`src/rtl/usb_pkg.sv`:
```
// Shared PID constants and enums for the USB host transaction sequencer.
package usb_pkg;

    localparam logic [3:0] PID_OUT   = 4'b0001;
    localparam logic [3:0] PID_IN    = 4'b1001;
    localparam logic [3:0] PID_DATA0 = 4'b0011;
    localparam logic [3:0] PID_DATA1 = 4'b1011;
    localparam logic [3:0] PID_ACK   = 4'b0010;
    localparam logic [3:0] PID_NAK   = 4'b1010;

    typedef enum logic [1:0] {
        PT_NONE      = 2'b00,
        PT_TOKEN     = 2'b01,
        PT_DATA      = 2'b10,
        PT_HANDSHAKE = 2'b11
    } pkt_type_e;

    typedef enum logic [3:0] {
        S_IDLE,
        S_TOK,
        S_TOK_W,
        S_DTX,
        S_DTX_W,
        S_RXH,
        S_RXD,
        S_HTX,
        S_HTX_W,
        S_FIN
    } state_e;

    typedef enum logic [1:0] {
        XS_OK      = 2'b00,
        XS_NAK     = 2'b01,
        XS_TIMEOUT = 2'b10,
        XS_CRC     = 2'b11
    } status_e;

    function automatic logic is_data_pid(input logic [3:0] pid);
        return (pid == PID_DATA0) || (pid == PID_DATA1);
    endfunction

endpackage

```
`src/rtl/usb_rx_timer.sv`:
```
// Receive-phase response timer: held clear outside a receive phase, counts while enabled.
module usb_rx_timer #(
    parameter int TIMEOUT_CYC = 255
) (
    input  logic clk,
    input  logic rst_b,
    input  logic clr,
    input  logic en,
    output logic expired
);

    localparam int TW = $clog2(TIMEOUT_CYC + 1);
    localparam logic [TW-1:0] LAST = TW'(TIMEOUT_CYC - 1);

    logic [TW-1:0] cnt;

    // Saturates at the last count so it can never wrap back to zero
    always_ff @(posedge clk or negedge rst_b) begin
        if (!rst_b) begin
            cnt <= '0;
        end else if (clr) begin
            cnt <= '0;
        end else if (en && (cnt != LAST)) begin
            cnt <= cnt + 1'b1;
        end
    end

    assign expired = en && (cnt == LAST);

endmodule

```
`src/rtl/usb_xfer_ctrl.sv`:
```
// Host-side USB transaction sequencer: token, data/handshake, retries and completion status.
// Define USB_DATA_TOGGLE_EN to track DATA0/DATA1 sequencing with a toggle bit.
import usb_pkg::*;

module usb_xfer_ctrl #(
    parameter int TIMEOUT_CYC = 255,
    parameter int MAX_RETRY   = 3
) (
    input  logic       clk,
    input  logic       rst_b,
    input  logic       req_valid,
    output logic       req_ready,
    input  logic       req_rw,
    output logic       tx_start,
    output logic [1:0] tx_type,
    output logic [3:0] tx_pid,
    input  logic       tx_done,
    output logic       rx_en,
    input  logic       rx_done,
    input  logic [3:0] rx_pid,
    input  logic       rx_crc_ok,
    output logic       xfer_done,
    output logic [1:0] xfer_status
);

    localparam int RW = (MAX_RETRY > 0) ? $clog2(MAX_RETRY + 1) : 1;
    localparam logic [RW-1:0] RETRY_LIMIT = RW'(MAX_RETRY);

    state_e        state;
    logic          rw_q;
    logic [RW-1:0] retry_cnt;
    logic          in_rx;
    logic          expired;
    logic          rx_fail;
    status_e       fail_cause;
    logic [3:0]    data_pid;

    assign in_rx = (state == S_RXH) || (state == S_RXD);

    usb_rx_timer #(
        .TIMEOUT_CYC (TIMEOUT_CYC)
    ) u_rx_timer (
        .clk     (clk),
        .rst_b   (rst_b),
        .clr     (!in_rx),
        .en      (in_rx),
        .expired (expired)
    );

`ifdef USB_DATA_TOGGLE_EN
    logic toggle;
    logic toggle_flip;

    assign data_pid    = toggle ? PID_DATA1 : PID_DATA0;
    assign toggle_flip = rx_done &&
                         (((state == S_RXH) && (rx_pid == PID_ACK)) ||
                          ((state == S_RXD) && rx_crc_ok && (rx_pid == data_pid)));

    // Only a matching DATAx advances the IN sequence; a mismatch is still ACKed
    always_ff @(posedge clk or negedge rst_b) begin
        if (!rst_b) begin
            toggle <= 1'b0;
        end else if (toggle_flip) begin
            toggle <= ~toggle;
        end
    end
`else
    assign data_pid = PID_DATA0;
`endif

    // rx_done in the same cycle as the timeout takes priority
    always_comb begin
        rx_fail    = 1'b0;
        fail_cause = XS_CRC;
        if (state == S_RXH) begin
            if (rx_done) begin
                if (rx_pid == PID_NAK) begin
                    rx_fail    = 1'b1;
                    fail_cause = XS_NAK;
                end else if (rx_pid != PID_ACK) begin
                    rx_fail    = 1'b1;
                    fail_cause = XS_CRC;
                end
            end else if (expired) begin
                rx_fail    = 1'b1;
                fail_cause = XS_TIMEOUT;
            end
        end else if (state == S_RXD) begin
            if (rx_done) begin
                if (rx_pid == PID_NAK) begin
                    rx_fail    = 1'b1;
                    fail_cause = XS_NAK;
                end else if (!(is_data_pid(rx_pid) && rx_crc_ok)) begin
                    rx_fail    = 1'b1;
                    fail_cause = XS_CRC;
                end
            end else if (expired) begin
                rx_fail    = 1'b1;
                fail_cause = XS_TIMEOUT;
            end
        end
    end

    // Outputs are set on state entry so rx_en/req_ready/xfer_done line up with their states
    always_ff @(posedge clk or negedge rst_b) begin
        if (!rst_b) begin
            state       <= S_IDLE;
            req_ready   <= 1'b1;
            tx_start    <= 1'b0;
            tx_type     <= PT_NONE;
            tx_pid      <= 4'h0;
            rx_en       <= 1'b0;
            xfer_done   <= 1'b0;
            xfer_status <= XS_OK;
            rw_q        <= 1'b0;
            retry_cnt   <= '0;
        end else begin
            tx_start  <= 1'b0;
            xfer_done <= 1'b0;
            case (state)
                S_IDLE: begin
                    if (req_valid) begin
                        rw_q      <= req_rw;
                        retry_cnt <= '0;
                        req_ready <= 1'b0;
                        state     <= S_TOK;
                    end
                end
                S_TOK: begin
                    tx_start <= 1'b1;
                    tx_type  <= PT_TOKEN;
                    tx_pid   <= rw_q ? PID_OUT : PID_IN;
                    state    <= S_TOK_W;
                end
                S_TOK_W: begin
                    if (tx_done) begin
                        tx_type <= PT_NONE;
                        tx_pid  <= 4'h0;
                        rx_en   <= !rw_q;
                        state   <= rw_q ? S_DTX : S_RXD;
                    end
                end
                S_DTX: begin
                    tx_start <= 1'b1;
                    tx_type  <= PT_DATA;
                    tx_pid   <= data_pid;
                    state    <= S_DTX_W;
                end
                S_DTX_W: begin
                    if (tx_done) begin
                        tx_type <= PT_NONE;
                        tx_pid  <= 4'h0;
                        rx_en   <= 1'b1;
                        state   <= S_RXH;
                    end
                end
                S_RXH, S_RXD: begin
                    if (rx_fail) begin
                        rx_en <= 1'b0;
                        if (retry_cnt < RETRY_LIMIT) begin
                            retry_cnt <= retry_cnt + 1'b1;
                            state     <= S_TOK;
                        end else begin
                            xfer_done   <= 1'b1;
                            xfer_status <= fail_cause;
                            state       <= S_FIN;
                        end
                    end else if (rx_done) begin
                        rx_en <= 1'b0;
                        if (state == S_RXH) begin
                            xfer_done   <= 1'b1;
                            xfer_status <= XS_OK;
                            state       <= S_FIN;
                        end else begin
                            state <= S_HTX;
                        end
                    end
                end
                S_HTX: begin
                    tx_start <= 1'b1;
                    tx_type  <= PT_HANDSHAKE;
                    tx_pid   <= PID_ACK;
                    state    <= S_HTX_W;
                end
                S_HTX_W: begin
                    if (tx_done) begin
                        tx_type     <= PT_NONE;
                        tx_pid      <= 4'h0;
                        xfer_done   <= 1'b1;
                        xfer_status <= XS_OK;
                        state       <= S_FIN;
                    end
                end
                S_FIN: begin
                    req_ready <= 1'b1;
                    state     <= S_IDLE;
                end
                default: begin
                    state <= S_IDLE;
                end
            endcase
        end
    end

endmodule

```
`config.mk`:
```
export PLATFORM = sky130hd
export DESIGN_NAME = usb_xfer_ctrl
export DESIGN_NICKNAME = d
export VERILOG_FILES = /design/src/rtl/usb_pkg.sv /design/src/rtl/usb_rx_timer.sv /design/src/rtl/usb_xfer_ctrl.sv
export SDC_FILE = /design/constraint.sdc
export NUM_CORES = 1
export LEC_CHECK = 0
export ABC_CLOCK_PERIOD_IN_PS = 4300
export BUFFER_PORTS_ARGS = -buffer_cell sky130_fd_sc_hd__buf_2
export CAP_MARGIN = 15
export CORE_MARGIN = 10
export CORE_UTILIZATION = 30
export CTS_BUF_LIST = sky130_fd_sc_hd__clkbuf_8 sky130_fd_sc_hd__clkbuf_16
export DETAILED_ROUTE_END_ITERATION = 8
export PLACE_DENSITY_LB_ADDON = 0.3
export SETUP_SLACK_MARGIN = 0.2
export SLEW_MARGIN = 20
export SYNTH_ARGS = -nofsm -noshare
export SYNTH_HDL_FRONTEND = slang
export SYNTH_SLANG_ARGS = --single-unit
```
`constraint.sdc`:
```
create_clock -name clk -period 4.3 [get_ports clk]
set_input_delay 0.43 -clock clk [delete_from_list [all_inputs] [get_ports clk]]
set_output_delay 0.43 -clock clk [all_outputs]
set_load 0.01 [all_outputs]
```
==> flow_summary_export.csv <==
group,metric,value,unit
synth,synth-seq-cells,25,
timing,totalNegativeSetupSlack,0,ns
synth,yosys_warnings,0,
synth,yosysMostFrequentCell,"dfrtp_1",
worst_setup_path,reg2reg_from,"state[0]",
synth,synth_edf_count,0,
worst_setup_path,r2r-end,"state[2]",
pwr,ir_worst_vdd,0.293,mV
timing,slew_viol_final,0,
worst_setup_path,critPathMaxStageDelay,0.82,ns
cts,clkSlewWorstSetupHoldPaths,0.09,ns
cts,clk_path_buf_depth,2,
floorplanning,boundaryPins,23,
global_route,grt_pass1_vias,1351,
synth,synth_cells,186,
worst_setup_path,critPathKind,"flip-flop to flip-flop",
worst_setup_path,path_buf_inv,0,
routing,viasPerCell,5.32,
routing,first_iter_violations,132,
cts,htreeDepth,1,
place,dp_cells,265,
floorplanning,design.core.area,5240,µm²
worst_setup_path,crit_family,"flip-flops",
timing,slew_headroom,0.517,
synth,synthDistinctLibCells,59,
place,gp_congestion,0.834,
cts,cts_setup_buffers,0,
finish,syn2layout_area_growth,10.2,%
pwr,power_density,605,nW/µm²
timing,rsz0062_at_grt,"false",
worst_setup_path,worstPathCellList,"xor2_2 > nand3_2 > a2111oi_2 > nor2_1 > mux2_1",
synth,synth_nets,200,
routing,ant_nets,0,
cts,cts_tree,"yes",
worst_setup_path,crit_fanout,22,
cts,clock-sinks,25,
place,portBuffers,21,
synth,synthArstFlopShare,1.00,
global_route,gr-total-overflow,0,
global_route,antenna_found_initial,0,
place,dp_hpwl,2.94,mm
timing,hold_viol,0,
floorplanning,start_util,0.316,
finish,fin_nets,214,
worst_setup_path,worstSetupStartpointType,"flip-flop",
synth,synth_area_leaders,"dfrtp_1 (36%), a21oi_1 (4.8%), nand2_1 (4.1%)",
worst_setup_path,cp.depth,5,
worst_setup_path,critical_path_arrival,2.58,ns
global_route,grt_first_pass_wirelength,6.89,mm
timing,finalClockSkew,0.00752,ns
job,drv_cap,0,
synth,yosys-top-cells-count,"dfrtp_1 (24), nand2_1 (18), a21oi_1 (16), nor2_1 (16), o21ai_0 (11)",
worst_setup_path,endpoint,"state[2]",
routing,drcViolationCount,0,
synth,synth_area,1660,µm²
routing,dr.pass1.iters,4,
cts,post_cts_resized,0,
finish,drive_above_1_share,0.196,
finish,multi_input_area,932,µm²
timing,clock.fmax,0.414,GHz
cts,cts_root_buffer,"clkbuf_8",
worst_setup_path,reg2regPathDepth,5,
cts,postCtsHoldBufs,0,
cts,insertion_delay,0.27,ns
pwr,p_leak,0.774,nW
worst_setup_path,end_kind,"flip-flop",
timing,period_needed,2.42,ns
synth,syn_area_per_cell,8.90,µm²
routing,drt-wirelength-per-cell,14.7,µm
finish,fin_cells,269,
worst_setup_path,slowest_stage,"dfrtp_1",
timing,tightest_slew,0.725,ns
synth,synthFlopType,"dfrtp_1",
finish,seqCellArea,627,µm²
worst_setup_path,rrSetupSlack,1.88,ns
min_path,hp-class,"primary input to asynchronous set/reset pin",
routing,vias,1431,
timing,finalCritPeriodShare,0.562,
synth,seq_area_frac_synth,0.379,
worst_setup_path,worstSetupStartpoint,"state[0]",
finish,n_antenna_cell,0,
global_route,grt_max_degree,26,
timing,finalSetupViolCount,0,
floorplanning,die_width,94.3,µm
synth,synth_top_area_cell,"dfrtp_1",
floorplanning,rows,26,
global_route,grtUsageTotal,0.0939,
finish,n_fill_cell,546,
synth,yosysTopAreaCellShare,0.363,
routing,drt_wl_total,3.94,mm
floorplanning,die_area,8890,µm²
worst_setup_path,required,4.46,ns
status,status,"completed",
cts,numCtsBuffers,3,
floorplanning,die_height,94.3,µm
sequential cells by signal (all words and copies together), names as in the netlist:
name	count
xfer_status	2
rw_q	1
tx_pid	3
u_rx_timer.cnt	8
retry_cnt	2
state	4
xfer_done	1
req_ready	1
tx_type	1
rx_en	1
tx_start	1
cell type report:
type / count / area share
Sequential cell: 25 / 0.344
Clock inverter: 1 / 0.00274
Multi-Input combinational cell: 142 / 0.511
Tap cell: 70 / 0.0480
Timing Repair Buffer: 21 / 0.0576
Inverter: 7 / 0.0144
Clock buffer: 3 / 0.0226
stage by stage:
stage	total power [W]	setup slack, ns	hold WS [ns]	area (µm²)	utilization
after global routing	0.00121	1.68	0.181	1820	0.348
after global placement	0.000966	1.94	0.472	1780	0.339
after detailed placement	0.000966	1.90	0.475	1780	0.339
after CTS	0.00111	1.88	0.177	1820	0.348
after floorplan	0.000857	2.50	0.134	1660	-
final	0.00110	1.88	0.153	1820	0.348
report_power, final:
| part | switching, W | internal [W] |
|---|---|---|
| clock | 0.0000785 | 0.0000649 |
| combinational | 0.000291 | 0.000248 |
| sequential | 0.000122 | 0.000299 |
| total | 0.000491 | 0.000612 |
cells by family (layout without fill, tap and decap cells):
kind of cell	count (synthesis)	count (layout)	synth area share
other cells	1	1	0.00227
mux	8	8	0.0544
flops	25	25	0.379
xor+xnor	6	6	0.0363
compound gates	55	55	0.224
simple gates	69	69	0.224
fa+ha+maj	3	3	0.0227
buf+inv	19	32	0.0582
cell usage in the layout (no fill, tap or decap), types with 3 or more instances in the layout:
master    Yosys  routed
a21oi_1      16      16
buf_2         1      21
clkbuf_8      0       3
dfrtp_1      24      24
ha_1          3       3
inv_1         5       5
mux2i_1       3       3
nand2_1      18      18
nand2b_1      3       3
nand4_1       6       6
nor2_1       16      16
nor2b_1       3       3
nor3_1        4       4
o21ai_0      11      11
o21ai_1       3       3
o22ai_1       5       5
xor2_1        3       3
worst min path at each step:
stage	slack [ns]	endpoint	start	cells after the start
detailed placement	0.48	retry_cnt[1]	rst_b	1
global route	0.18	rw_q	rst_b	1
floorplan	0.13	retry_cnt[0]	rst_b	0
global placement	0.47	u_rx_timer.cnt[1]	rst_b	1
CTS	0.18	xfer_status[1]	rst_b	1
finish	0.15	xfer_status[1]	rst_b	1
metal layers:
layer | GRT usage | vias up | wire length [µm]
met1 | 0.135 | 676 | 1930
met2 | 0.128 | 45 | 1700
met4 | 0.0380 | 0 | 46
met3 | 0.0232 | 4 | 270
met5 | 0 | - | 0
li1 | - | 706 | -
Note: power is estimated with default switching activity, not from simulation.
